### src/rtl/wl_fifo_pkg.sv
// Shared FIFO storage definitions: default geometry and the even-parity helper.
package wl_fifo_pkg;

    localparam int WL_L       = 3;
    localparam int WL_W       = 8;
    localparam int WL_PAR_MAX = 64;

    function automatic logic wl_parity(input logic [WL_PAR_MAX-1:0] dat);
        return ^dat;
    endfunction

endpackage

### src/rtl/wl_afifo_ram_array_if.sv
// FIFO RAM control bundle: mapper-side request strobes in, registered read data and sticky errors back.
import wl_fifo_pkg::*;

interface wl_afifo_ram_array_if #(
    parameter int L = WL_L,
    parameter int W = WL_W
);
    logic         we_ram;
    logic         re_ram;
    logic [L-1:0] waddr;
    logic [L-1:0] raddr;
    logic [W-1:0] wdata;
    logic         inj_par_err;
    logic         err_clr;
    logic [W-1:0] rdata;
    logic         rvalid;
    logic         unwr_err;
    logic         par_err;

    modport master (
        output we_ram, re_ram, waddr, raddr, wdata, inj_par_err, err_clr,
        input  rdata, rvalid, unwr_err, par_err
    );

    modport slave (
        input  we_ram, re_ram, waddr, raddr, wdata, inj_par_err, err_clr,
        output rdata, rvalid, unwr_err, par_err
    );
endinterface

### src/rtl/wl_afifo_ram_par.sv
// Combinational even-parity generate (write side) and check (read side); zero latency, no flow control.
import wl_fifo_pkg::*;

module wl_afifo_ram_par #(
    parameter int W = WL_W
) (
    input  logic [W-1:0] wdata,
    input  logic         inj_par_err,
    output logic         wpar,
    input  logic [W-1:0] chk_dat,
    input  logic         chk_par,
    output logic         mismatch
);
    // Zero-extension leaves the reduction XOR unchanged, so one helper serves any W.
    assign wpar     = wl_parity(WL_PAR_MAX'(wdata)) ^ inj_par_err;
    assign mismatch = wl_parity(WL_PAR_MAX'(chk_dat)) ^ chk_par;
endmodule

### src/rtl/wl_afifo_ram_array.sv
// 2**L x W FIFO storage, 1-cycle registered read, write-first forwarding, no backpressure (accepts every cycle).
// Parity protection compiled in with WL_AFIFO_RAM_PARITY_EN.
import wl_fifo_pkg::*;

module wl_afifo_ram_array #(
    parameter int L = WL_L,
    parameter int W = WL_W
) (
    input logic                  clk,
    input logic                  rst,
    wl_afifo_ram_array_if.slave  bus
);
    localparam int D = 1 << L;
`ifdef WL_AFIFO_RAM_PARITY_EN
    localparam int DW = W + 1;
`else
    localparam int DW = W;
`endif

    logic [DW-1:0] mem [D];
    logic [D-1:0]  written;
    logic [DW-1:0] wr_word;
    logic [DW-1:0] rd_word;
    logic          fwd;
    logic          rd_hit;
    logic          rd_perr;
    logic [W-1:0]  rdata_q;
    logic          rvalid_q;
    logic          unwr_q;
    logic          par_q;

`ifdef WL_AFIFO_RAM_PARITY_EN
    logic wpar;

    wl_afifo_ram_par #(.W(W)) u_par (
        .wdata       (bus.wdata),
        .inj_par_err (bus.inj_par_err),
        .wpar        (wpar),
        .chk_dat     (rd_word[W-1:0]),
        .chk_par     (rd_word[W]),
        .mismatch    (rd_perr)
    );

    assign wr_word = {wpar, bus.wdata};
`else
    logic unused_inj;

    assign unused_inj = bus.inj_par_err;
    assign wr_word    = bus.wdata;
    assign rd_perr    = 1'b0;
`endif

    // Same-address collision forwards the incoming word, parity bit included.
    assign fwd     = bus.we_ram && bus.re_ram && (bus.waddr == bus.raddr);
    assign rd_word = fwd ? wr_word : mem[bus.raddr];
    assign rd_hit  = fwd || written[bus.raddr];

    always_ff @(posedge clk) begin
        if (bus.we_ram) begin
            mem[bus.waddr] <= wr_word;
        end
    end

    always_ff @(posedge clk or posedge rst) begin
        if (rst) begin
            written  <= '0;
            rdata_q  <= '0;
            rvalid_q <= 1'b0;
            unwr_q   <= 1'b0;
            par_q    <= 1'b0;
        end else begin
            if (bus.we_ram) begin
                written[bus.waddr] <= 1'b1;
            end
            rvalid_q <= bus.re_ram;
            if (bus.re_ram) begin
                rdata_q <= rd_hit ? rd_word[W-1:0] : '0;
            end
            // A new error event outranks a clear in the same cycle.
            unwr_q <= (bus.re_ram && !rd_hit) || (unwr_q && !bus.err_clr);
            par_q  <= (bus.re_ram && rd_hit && rd_perr) || (par_q && !bus.err_clr);
        end
    end

    assign bus.rdata    = rdata_q;
    assign bus.rvalid   = rvalid_q;
    assign bus.unwr_err = unwr_q;
    assign bus.par_err  = par_q;
endmodule

### src/flat_wrapper.sv
// flat-port wrapper written by rule: the top's interface ports become plain ports
module wl_afifo_ram_array_flat 
#(
    parameter int L = WL_L,
    parameter int W = WL_W
)
  (clk, rst, bus_we_ram, bus_re_ram, bus_waddr, bus_raddr, bus_wdata, bus_inj_par_err, bus_err_clr, bus_rdata, bus_rvalid, bus_unwr_err, bus_par_err);
  wl_afifo_ram_array_if #(.L(L), .W(W)) bus_i ();
  input logic clk;
  input logic rst;
  input wire logic [$bits(bus_i.we_ram)-1:0] bus_we_ram;
  input wire logic [$bits(bus_i.re_ram)-1:0] bus_re_ram;
  input wire logic [$bits(bus_i.waddr)-1:0] bus_waddr;
  input wire logic [$bits(bus_i.raddr)-1:0] bus_raddr;
  input wire logic [$bits(bus_i.wdata)-1:0] bus_wdata;
  input wire logic [$bits(bus_i.inj_par_err)-1:0] bus_inj_par_err;
  input wire logic [$bits(bus_i.err_clr)-1:0] bus_err_clr;
  output wire logic [$bits(bus_i.rdata)-1:0] bus_rdata;
  output wire logic [$bits(bus_i.rvalid)-1:0] bus_rvalid;
  output wire logic [$bits(bus_i.unwr_err)-1:0] bus_unwr_err;
  output wire logic [$bits(bus_i.par_err)-1:0] bus_par_err;
  assign bus_i.we_ram = bus_we_ram;
  assign bus_i.re_ram = bus_re_ram;
  assign bus_i.waddr = bus_waddr;
  assign bus_i.raddr = bus_raddr;
  assign bus_i.wdata = bus_wdata;
  assign bus_i.inj_par_err = bus_inj_par_err;
  assign bus_i.err_clr = bus_err_clr;
  assign bus_rdata = bus_i.rdata;
  assign bus_rvalid = bus_i.rvalid;
  assign bus_unwr_err = bus_i.unwr_err;
  assign bus_par_err = bus_i.par_err;
  wl_afifo_ram_array #(.L(L), .W(W)) u_core (.clk(clk), .rst(rst), .bus(bus_i));
endmodule
### config.mk
export PLATFORM = sky130hd
export DESIGN_NAME = wl_afifo_ram_array_flat
export DESIGN_NICKNAME = d
export VERILOG_FILES = /design/src/rtl/wl_fifo_pkg.sv /design/src/rtl/wl_afifo_ram_array_if.sv /design/src/rtl/wl_afifo_ram_par.sv /design/src/rtl/wl_afifo_ram_array.sv /design/src/flat_wrapper.sv
export SDC_FILE = /design/constraint.sdc
export NUM_CORES = 1
export LEC_CHECK = 0
export BUFFER_PORTS_ARGS = -buffer_cell sky130_fd_sc_hd__buf_2
export CAP_MARGIN = 20
export CORE_AREA = 2 2 79 81
export CTS_BUF_LIST = sky130_fd_sc_hd__clkbuf_2
export CTS_CLUSTER_DIAMETER = 40
export CTS_CLUSTER_SIZE = 20
export DETAILED_ROUTE_END_ITERATION = 12
export DIE_AREA = 0 0 81 83
export GPL_TIMING_DRIVEN = 0
export PLACE_DENSITY = 0.79
export SLEW_MARGIN = 20
export SYNTH_ARGS = -nofsm -noshare
export SYNTH_HDL_FRONTEND = slang
export SYNTH_SLANG_ARGS = --single-unit
export TNS_END_PERCENT = 5
### constraint.sdc
create_clock -name clk -period 2.67 [get_ports clk]
set_input_delay 0.534 -clock clk [delete_from_list [all_inputs] [get_ports clk]]
set_output_delay 0.534 -clock clk [all_outputs]
set_load 0.01 [all_outputs]
# [Word-level counts from Yosys, hierarchy flattened]
# Memory sizes are Yosys's and may differ from the RTL's.
# Cells that the tools add are included.
[classes] n_eq_ne=1 n_lt_le_gt_ge=3 n_reduce_logical=10 bitwise=1 n_mux=8
[op_table] operator="$mux W8" count=2
[op_table] operator="$lt A3 B4 Y1 const B" count=2
[op_table] operator="$or A8 B8 Y8" count=1
[op_table] operator="$logic_and A1 B1 Y1" count=6
[op_table] operator="$mux W1" count=4
[op_table] operator="$bmux W1 S3" count=1
[op_table] operator="$demux W1 S3" count=1
[op_table] operator="$eq A3 B3 Y1" count=1
[op_table] operator="$ge A3 B1 Y1 const B" count=1
[op_table] operator="$logic_not A1 Y1" count=2
[op_table] operator="$logic_or A1 B1 Y1" count=2
[word_totals] out_inout_bits=11 register_bits=19 word_cells=29 memories=1 input_bits=20 ramBits=64
[memory_table] memory="u_core.mem" depth=8 word_bits=8 rd=1 rd_clocked_by_memory_dff=0 wr=1 line_no="wl_afifo_ram_array.sv:20" source="logic [DW-1:0] mem [D];"

# [Depth between registers and ports, before layout]
# Gate-level depths: netlist (run 1).
[depth] ltp_word=6 ltp_mapped=7 ltp_nobuf=4

# [Worst setup path after synthesis (run 1)]
# OpenSTA, ideal clock, no wires.
[synth_path] path_type="input to register" start="input bus_raddr[2]" end="register u_core.unwr_q (netlist: u_core.bus.unwr_err)" stages=7 required_time_ns=2.552 setup_ns=0.118 t_arrival_ns=1.886 path_slack_ns=0.666 path_buffers=3 path_cell_list="buf_6 -> xor2_2 -> or4_4 -> buf_6 -> and3_4 -> buf_6 -> a21o_1"
[synth_between] elab_chain_len=6 word_cells_on_any_way=8 classes_between="1 x eq/ne; 2 x mux; 5 x reduce/logical"
[synth_lines] element="start: declaration" line_no="flat_wrapper.sv:14" source="input wire logic [$bits(bus_i.raddr)-1:0] bus_raddr;"
[synth_lines] element="$bmux W1 S3 / $eq A3 B3 Y1 (equally long branches)" line_no="wl_afifo_ram_array.sv:56, wl_afifo_ram_array.sv:54"
[synth_lines] element="$mux W1 (implied by the code) / $logic_and A1 B1 Y1 (equally long branches)" line_no="wl_afifo_ram_array.sv:56, wl_afifo_ram_array.sv:54"
[synth_lines] element="$logic_or A1 B1 Y1 (*)" line_no="wl_afifo_ram_array.sv:56" source="assign rd_hit = fwd || written[bus.raddr];"
[synth_lines] element="$logic_not A1 Y1 (*)" line_no="wl_afifo_ram_array.sv:80" source="unwr_q <= (bus.re_ram && !rd_hit) || (unwr_q && !bus.err_clr);"
[synth_lines] element="$logic_and A1 B1 Y1 (*)" line_no="wl_afifo_ram_array.sv:80"
[synth_lines] element="$logic_or A1 B1 Y1 (*)" line_no="wl_afifo_ram_array.sv:80"
[synth_lines] element="end signal: assignment" line_no="wl_afifo_ram_array.sv:80"
[synth_lines] element="end: declaration" line_no="wl_afifo_ram_array.sv:29" source="logic unwr_q;"
# Mark *: on every way between the ends. The rest lies on a longest branch, timed or not. The select of a mux whose other input is x is not followed.
# A chain may end at the register's enable or synchronous reset.

# [Final worst setup path (run 1)]
[layout_path] start="input bus_re_ram" end="register u_core.rdata_q[6] (netlist: u_core.bus.rdata[6])"
[layout_between] elab_chain_len=4 word_cells_on_any_way=5 classes_between="2 x mux; 3 x reduce/logical"
[layout_lines] element="start: declaration" line_no="flat_wrapper.sv:12" source="input wire logic [$bits(bus_i.re_ram)-1:0] bus_re_ram;"
[layout_lines] element="$logic_and A1 B1 Y1 (2 in a row)" line_no="wl_afifo_ram_array.sv:54" source="assign fwd = bus.we_ram && bus.re_ram && (bus.waddr == bus.raddr);"
[layout_lines] element="$mux W8 / $logic_or A1 B1 Y1 (equally long branches)" line_no="wl_afifo_ram_array.sv:55, wl_afifo_ram_array.sv:56"
[layout_lines] element="$mux W8" line_no="wl_afifo_ram_array.sv:77" source="rdata_q <= rd_hit ? rd_word[W-1:0] : '0;"
[layout_lines] element="end signal: assignment" line_no="wl_afifo_ram_array.sv:77"
[layout_lines] element="end: declaration" line_no="wl_afifo_ram_array.sv:27" source="logic [W-1:0] rdata_q;"
# Several ways; a longest one is shown, not always the timed one.

==> out/metrics.csv, run 1 <==
stage,metric,value,unit
timing,"Hold Vio Cnt, Final",0,
timing,Max transition margin,28.6,%
die,Die Y,83,um
synthesis,post-synthesis sequential area ratio,70.1,%
clock_network,TritonCTS clock tree,done,
global_routing,first-pass GRT wire length,11.2,mm
timing,Worst Max-Slew Pin Slew,1.07,ns
placed_design,gpl congestion,0.757,
run_status,run status,completed,
global_routing,largest net degree at the start of global routing,20,
timing,Max Fclk,530,MHz
setup_path,crit end category,flip-flop,
setup_path,WP depth,6,
clock_network,"CTS clk-pin slew, worst paths",0.22,ns
setup_path,R2R Path End,u_core.bus.rdata[3],
finish,Area growth syn-to-layout,12.0,%
timing,post-route setup TNS,0,ns
die,IO Count,31,
timing,RSZ-0062 raised after global routing,false,
clock_network,htree depth,3,
setup_path,crit path launch type,input pin,
synthesis,Synth Area per Inst,16.0,um^2
setup_path,"Req. time, crit path",3.12,ns
setup_path,critical path arrival,2.34,ns
die,Starting Density,58.8,%
min_path,worst min-delay path class,input pin to async pin,
detailed_routing,post-DR wirelength/cell,21.8,um
clock_network,Longest Clk Path Bufs,2,
synthesis,leading area contributor after synthesis,edfxtp_1,
die,full die area,0.00672,mm^2
timing,Slew Limit Fails,0,
clock_network,CTS root buf,clkbuf_2,
synthesis,Yosys warning count,0,
setup_path,r2r setup slk,1.04,ns
synthesis,number of synthesized flops with an enable pin,64,
power,LEAKAGE,0.00144,uW
detailed_routing,drt pass-1 iters,4,
setup_path,worst r2r src,u_core.written[3],
timing,endpoints failing setup,0,
setup_path,CP peak stage delay,0.85,ns
detailed_routing,DR iter-0 viols,191,
clock_network,setup bufs post-CTS,0,
detailed_routing,Routed Antenna Nets,0,
finish,fin nets,273,
finish,most frequent cells in the layout,"64 x edfxtp_1, 29 x buf_2, 28 x mux2i_1, 19 x dfrtp_1, 15 x nor2_1",
placed_design,Cell Count Post-Placement,317,
synthesis,top-area cell type share of the netlist area,56.2,%
timing,minimum clock period,1.89,ns
clock_network,Clock Latency Late Sink,0.50,ns
finish,Antenna Cells,0,
finish,final instance count without filler cells,333,
synthesis,post-synthesis cell area,0.00342,mm^2
setup_path,Slowest cell on crit path,nor4_2,
die,Die X,81,um
synthesis,post-synthesis cell count,214,
power,Peak VDD IR,0.000480,V
synthesis,Mapped Nets,234,
timing,final worst path period share,70.7,%
placed_design,number of I/O port buffers,26,
die,core box area,0.00582,mm^2
global_routing,gr ovfl total,0,
global_routing,initial antenna violation count,0,
synthesis,async set-reset flop share out of synthesis,22.9,%
power,Cell Pwr Density,671,mW/mm^2
global_routing,vias in the first global route,2095,
clock_network,Num CTS Buffers,9,
detailed_routing,via count,1961,
global_routing,GRT Total Usage,23.9,%
setup_path,worst path bufs/invs,2,
setup_path,"Max FO, Critical Path",10,
setup_path,"CP delay by family, top",simple AND/OR/NAND/NOR gates,
timing,Worst Skew,0.0237,ns
flow_run,Max-Cap Viols,0,
finish,"most common cell after layout, fill and taps aside",edfxtp_1,
placed_design,post-DP HPWL,4.60,mm
clock_network,Sink Count,83,
setup_path,CP Class,input pin to flip-flop,
synthesis,largest cells by area after synthesis,"edfxtp_1 56%, dfrtp_1 14%, mux2i_1 8.2%, a22oi_1 3.1%, a211oi_2 2.9%",
detailed_routing,Total Wirelength,7.27,mm
synthesis,predominant post-synthesis flop cell,edfxtp_1,
clock_network,post-cts sizing count,0,
setup_path,CP cell instances,buf_2 -> clkbuf_2 -> nand2_1 -> nor4_2 -> a21oi_1 -> a211oi_2,
synthesis,Seq cells post-synth,83,
power,Final Power,2570,uW
detailed_routing,DRC,0,
die,row cnt,28,
setup_path,crit path from,bus_re_ram,
synthesis,synth unique cells,31,
setup_path,R2R cell count,5,
clock_network,number of hold buffers added after CTS,0,
detailed_routing,vias per inst,5.89,
finish,share of cells above drive strength 1,29.8,%
setup_path,Setup crit end,u_core.bus.rdata[6],
[worst min-delay path by stage]
| stage | to | from |
|---|---|---|
| after global placement | u_core.written[0] | u_core.written[0] |
| after CTS | u_core.bus.rvalid | bus_re_ram |
| final | u_core.bus.rdata[6] | rst |
| after global routing | u_core.bus.rvalid | bus_re_ram |
| after floorplan | u_core.written[0] | u_core.written[0] |
| after detailed placement | u_core.written[0] | u_core.written[0] |
[Yosys cell counts (all sizes together), types with 3 or more instances]
library cell and n:
buf 9, or2 8, a21oi 8, nand3 8
mux4 3, xor2 3, inv 3, edfxtp 64
nor2b 3, a22oi 14, dfrtp 19, nand2 4
nor2 15, nand2b 3, mux2i 28, a211oi 8
[per-layer routing]
metal	up-vias	routed length [um]	track usage, %
met5	-	0	0
met4	0	79	7.40
met3	9	623	5.87
met2	93	3700	38.1
met1	969	2870	32.4
li1	890	-	-
[report_power, final]
group | leakage, uW | total [uW] | internal [uW] | switching, uW
clock network | 0.0000935 | 822 | 402 | 420
registers | 0.000787 | 1480 | 1460 | 25.2
logic | 0.000559 | 263 | 107 | 156
total | 0.00144 | 2570 | 1970 | 601
[stage by stage]
stage          area (um^2)  util, %  hold WS [ns]  worst slack [ns]
5_1_grt               3830     65.9        0.0723             0.698
3_5_place_dp          3670     63.1         0.446             0.252
3_3_place_gp          3640     62.7         0.444             0.212
6_report              3830     65.9         0.119             0.782
4_1_cts               3830     65.9        0.0866             0.844
2_1_floorplan         3420        -         0.431             0.666
[area by class of cell]
type | count | area, um^2
buffer | 11 | 80.1
clock buffer | 9 | 45.0
clock inverter | 7 | 116
fill | 430 | 1990
inverter | 3 | 11.3
multi-input combinational | 117 | 941
sequential | 83 | 2400
tap | 75 | 93.8
timing repair buffer | 28 | 145
[cell families after synthesis]
group / Yosys count / synth area share, %
AO/OA/AOI/OAI: 32 / 7.65
XOR/XNOR: 3 / 0.988
buffers and inverters: 14 / 2.67
flip-flops: 83 / 70.1
multiplexers: 33 / 10.8
AND/OR/NAND/NOR: 49 / 7.76
[registers in the layout, indices dropped and copies added, names as in the netlist]
name	count
u_core.mem	64
u_core.bus.rdata	8
u_core.written	8
u_core.bus.par_err	1
u_core.bus.rvalid	1
u_core.bus.unwr_err	1
Power figures use the tool's default switching activity.
==> inputs of run 2 (changes only) <==
Settings changed: CORE_AREA 2 2 79 81 to 2 2 82 84, DIE_AREA 0 0 81 83 to 0 0 84 86, PLACE_DENSITY 0.79 to 0.76.
Clock period 2.67 ns to 1.7 ns, I/O delays scaled along.
==> out/metrics.csv, run 2 (synthesis gave the netlist of run 1 again) <==
stage,metric,value,unit
global_routing,largest net degree at the start of global routing,20,
placed_design,post-DP HPWL,4.55,mm
timing,hold_ws,0.0727,ns
global_routing,met3 usage,5.29,%
run_status,run status,completed,
setup_path,critical path arrival,2.02,ns
timing,"Hold Vio Cnt, Final",0,
setup_path,R2R cell count,5,
detailed_routing,Routed Antenna Nets,0,
placed_design,Setup WS pre-CTS,-0.400,ns
detailed_routing,DRC,0,
clock_network,number of hold buffers added after CTS,3,
timing,Max Fclk,642,MHz
global_routing,vias in the first global route,2058,
finish,most frequent cells in the layout,"64 x edfxtp_1, 29 x buf_2, 28 x mux2i_1, 19 x dfrtp_1, 15 x nor2_1",
global_routing,busiest grt layer,met2,
detailed_routing,via count,1979,
detailed_routing,drt pass-1 iters,4,
global_routing,first-pass GRT wire length,11.2,mm
min_path,worst hold path depth,1,
setup_path,CP Class,input pin to flip-flop,
timing,Worst Max-Slew Pin Slew,0.989,ns
finish,largest register by flop count,u_core.mem,
setup_path,"Max FO, Critical Path",10,
timing,Slew Limit Fails,0,
clock_network,Clock Latency Late Sink,0.53,ns
detailed_routing,DR iter-0 viols,125,
finish,"most common cell after layout, fill and taps aside",edfxtp_1,
setup_path,crit end category,flip-flop,
placed_design,number of I/O port buffers,26,
detailed_routing,Total Wirelength,7.14,mm
setup_path,Slowest cell on crit path,nor4_2,
power,LEAKAGE,0.00144,uW
timing,endpoints failing setup,0,
finish,fin nets,276,
clock_network,Num CTS Buffers,9,
finish,Antenna Cells,0,
setup_path,CP peak stage delay,0.81,ns
die,IO Count,31,
global_routing,global routing met2 resource utilization,34.3,%
setup_path,crit path launch type,input pin,
timing,final worst path period share,91.6,%
clock_network,htree depth,3,
die,Die Y,86,um
die,Die X,84,um
global_routing,global routing usage on met1,28.4,%
finish,number of flip-flops under the largest register name,64,
global_routing,gr ovfl total,0,
min_path,worst min-delay path class,input pin to flip-flop,
power,Peak VDD IR,0.000564,V
power,Cell Pwr Density,1010,mW/mm^2
clock_network,Longest Clk Path Bufs,2,
finish,Area growth syn-to-layout,12.6,%
setup_path,"Req. time, crit path",2.16,ns
die,Starting Density,54.5,%
timing,final setup margin,0.143,ns
finish,FILL cells,480,
flow_run,Max-Cap Viols,0,
timing,minimum clock period,1.56,ns
setup_path,CP cell instances,buf_2 -> clkbuf_4 -> nand2_1 -> nor4_2 -> a21oi_1 -> a211oi_2,
die,full die area,0.00722,mm^2
die,core box area,0.00628,mm^2
clock_network,CTS root buf,clkbuf_2,
placed_design,gpl congestion,0.779,
clock_network,"CTS clk-pin slew, worst paths",0.23,ns
global_routing,GRT Total Usage,21.6,%
timing,RSZ-0062 raised after global routing,false,
clock_network,Sink Count,83,
die,row cnt,29,
finish,share of cells above drive strength 1,29.5,%
clock_network,setup bufs post-CTS,0,
clock_network,TritonCTS clock tree,done,
timing,Max transition margin,33.8,%
detailed_routing,vias per inst,5.86,
clock_network,post-cts sizing count,0,
global_routing,initial antenna violation count,0,
detailed_routing,post-DR wirelength/cell,21.1,um
timing,Worst Skew,0.0228,ns
run 2: cell types whose count changed in the layout (fill, tap and decap cells not counted), sizes merged:
cell	before	now
bufinv	3	2
clkinvlp	0	1
dlygate4sd3	0	3
run 2: path summary, 6_finish.rpt:
path / from / to / slack, ns
setup / recovery: bus_re_ram / u_core.bus.rdata[3] / 0.14
hold / removal: bus_wdata[6] / u_core.mem[5][6] / 0.07
setup reg to reg: u_core.written[3] / u_core.bus.unwr_err / 0.16
hold reg to reg: u_core.written[3] / u_core.written[3] / 0.50
max in group asynchronous: rst / u_core.bus.rdata[5] / 0.66
min in group asynchronous: rst / u_core.bus.rdata[6] / 0.49
run 2: metrics by stage:
step	total power (uW)	utilization (%)	setup TNS, ns	area, um^2	instances
after floorplan	2620	-	-0.526	3430	214
after global placement	2770	58.2	-18.24	3660	317
after detailed placement	2790	58.6	-10.00	3680	319
after CTS	3930	61.3	0	3850	338
after global routing	4060	61.3	0	3850	338
final	3910	61.3	0	3850	338
run 2: critical path, delay by kind of cell:
kind                   cells  cell delay [ns]
buffers and inverters      2             0.31
AO/OA/AOI/OAI              2             0.46
AND/OR/NAND/NOR            2             0.91
run 2: metal layers:
metal | up-vias | share of wire [%] | routed length (um)
li1 | 899 | - | -
met1 | 1006 | 44 | 3120
met2 | 62 | 49 | 3530
met3 | 12 | 4.8 | 342
met4 | 0 | 2.1 | 153
met5 | - | 0 | 0
run 2: cell type report:
| cell class | instances | area, um^2 | area share [%] |
|---|---|---|---|
| plain buffers | 11 | 82.6 | 2.15 |
| inverters | 3 | 11.3 | 0.293 |
| clock inverters | 7 | 92.6 | 2.41 |
| multi-input cells | 117 | 948 | 24.6 |
| flip-flops and latches | 83 | 2400 | 62.3 |
| well taps | 77 | 96.3 | 2.50 |
| clock buffers | 9 | 45.0 | 1.17 |
| repair buffers | 31 | 175 | 4.55 |
run 2: report_power, final:
group	leakage, uW	total [uW]	switching [uW]	internal, uW
Combinational	0.000573	415	242	173
Clock	0.0000772	1160	679	482
Sequential	0.000787	2330	40.0	2290
Total	0.00144	3910	960	2950
==> inputs of run 3 (changes only) <==
Settings changed: MAX_ROUTING_LAYER from default to met4.
==> out/metrics.csv, run 3 (synthesis gave the netlist of run 1 again) <==
stage,metric,value,unit
die,full die area,0.00722,mm^2
finish,fin util,61.3,%
clock_network,TritonCTS clock tree,done,
timing,Worst Max-Slew Pin Slew,1.04,ns
detailed_routing,vias per inst,5.71,
timing,Max Fclk,624,MHz
finish,largest register by flop count,u_core.mem,
placed_design,gpl congestion,0.790,
finish,FILL cells,480,
timing,RSZ-0062 raised after global routing,false,
timing,Worst Skew,0.0175,ns
clock_network,"CTS clk-pin slew, worst paths",0.23,ns
detailed_routing,post-DR wirelength/cell,21.1,um
global_routing,first-pass GRT wire length,11.2,mm
placed_design,post-DP HPWL,4.55,mm
finish,most frequent cells in the layout,"64 x edfxtp_1, 29 x buf_2, 28 x mux2i_1, 19 x dfrtp_1, 15 x nor2_1",
clock_network,htree depth,3,
placed_design,placed cell areas,0.00368,mm^2
detailed_routing,Total Wirelength,7.15,mm
setup_path,worst path bufs/invs,2,
finish,fin nets,276,
timing,Max transition margin,30.2,%
global_routing,gr ovfl total,0,
placed_design,number of I/O port buffers,26,
die,Die X,84,um
die,IO Count,31,
clock_network,post-cts sizing count,0,
finish,"most common cell after layout, fill and taps aside",edfxtp_1,
setup_path,crit end category,flip-flop,
die,core box area,0.00628,mm^2
setup_path,"CP delay by family, top",simple AND/OR/NAND/NOR gates,
power,LEAKAGE,0.00144,uW
timing,Slew Limit Fails,0,
global_routing,initial antenna violation count,0,
setup_path,"Max FO, Critical Path",10,
timing,minimum clock period,1.60,ns
detailed_routing,DR iter-0 viols,128,
global_routing,vias in the first global route,2061,
setup_path,CP cell instances,buf_2 -> clkbuf_4 -> nand2_1 -> nor4_2 -> a21oi_1 -> a211oi_2,
setup_path,CP peak stage delay,0.82,ns
finish,Area growth syn-to-layout,12.6,%
power,Cell Pwr Density,1020,mW/mm^2
detailed_routing,Routed Antenna Nets,0,
timing,final worst path period share,94.3,%
detailed_routing,via count,1929,
setup_path,critical path arrival,2.07,ns
die,Die Y,86,um
detailed_routing,drt pass-1 iters,4,
finish,Antenna Cells,0,
clock_network,Sink Count,83,
detailed_routing,DRC,0,
finish,share of cells above drive strength 1,29.5,%
clock_network,Longest Clk Path Bufs,2,
setup_path,Slowest cell on crit path,nor4_2,
setup_path,crit path launch type,input pin,
global_routing,GRT Total Usage,22.2,%
power,Peak VDD IR,0.000567,V
timing,"Hold Vio Cnt, Final",0,
setup_path,"Req. time, crit path",2.16,ns
flow_run,Max-Cap Viols,0,
power,Final Power,3910,uW
min_path,worst min-delay path class,input pin to flip-flop,
finish,number of flip-flops under the largest register name,64,
finish,design area,0.00385,mm^2
placed_design,Cell Count Post-Placement,319,
die,Starting Density,54.5,%
setup_path,CP Class,input pin to flip-flop,
finish,final instance count without filler cells,338,
die,row cnt,29,
clock_network,Clock Latency Late Sink,0.53,ns
clock_network,Num CTS Buffers,9,
clock_network,CTS root buf,clkbuf_2,
global_routing,largest net degree at the start of global routing,20,
run_status,run status,completed,
timing,endpoints failing setup,0,
[run 3: worst paths after layout]
check,start,to,slack [ns],depth (start not counted)
setup / recovery,bus_re_ram,u_core.bus.rdata[3],0.1,6
hold / removal,bus_wdata[6],u_core.mem[5][6],0.07,1
setup reg to reg,u_core.written[3],u_core.bus.unwr_err,0.17,5
hold reg to reg,u_core.written[2],u_core.written[2],0.50,1
max in group asynchronous,rst,u_core.bus.rdata[5],0.70,3
min in group asynchronous,rst,u_core.bus.rdata[6],0.47,3
[run 3: report_power, final]
part,leakage [uW],switching (uW),internal [uW],total (uW)
Sequential,0.000787,40.0,2290,2330
Clock,0.0000772,685,482,1170
Combinational,0.000573,241,173,414
[run 3: repair_timing]
action | 4_1_cts | 5_1_grt
hold buffers | 3 | 0
hold endpoints to repair | 21 | 0
setup buffers | 0 | 0
[run 3: worst reg2reg max path, delay by kind of cell, from the launching register on]
kind	cells	cell delay [ns]
DFF	1	0.42
AOI/OAI and AO/OA	2	0.40
muxes	1	0.29
and+or+nand+nor	1	0.22
buffers and inverters	1	0.16
[run 3: per-layer routing]
metal / up-vias / global-route usage, % / share of wire, %
met2: 58 / 34.4 / 49
li1: 895 / - / -
met4: 0 / 10.1 / 1.4
met3: 10 / 4.81 / 6.8
met1: 966 / 28.5 / 43
met5: - / - / 0
[run 3: layout make-up]
type                    instances  area, um^2  area share (%)
clock buffers                   9        45.0            1.17
well taps                      77        96.3            2.50
clock inverters                 7        92.6            2.41
multi-input cells             117         948            24.6
plain buffers                  11        82.6            2.15
repair buffers                 31         175            4.55
flip-flops and latches         83        2400            62.3
inverters                       3        11.3           0.293
[run 3: stage by stage]
stage,hold WS [ns],setup slack (ns),setup TNS (ns)
6_report,0.0749,0.0969,0
5_1_grt,0.0369,0.0612,0
2_1_floorplan,0.291,-0.0931,-0.526
4_1_cts,0.0406,0.160,0
3_5_place_dp,0.448,-0.400,-10.00
3_3_place_gp,0.448,-0.653,-18.24
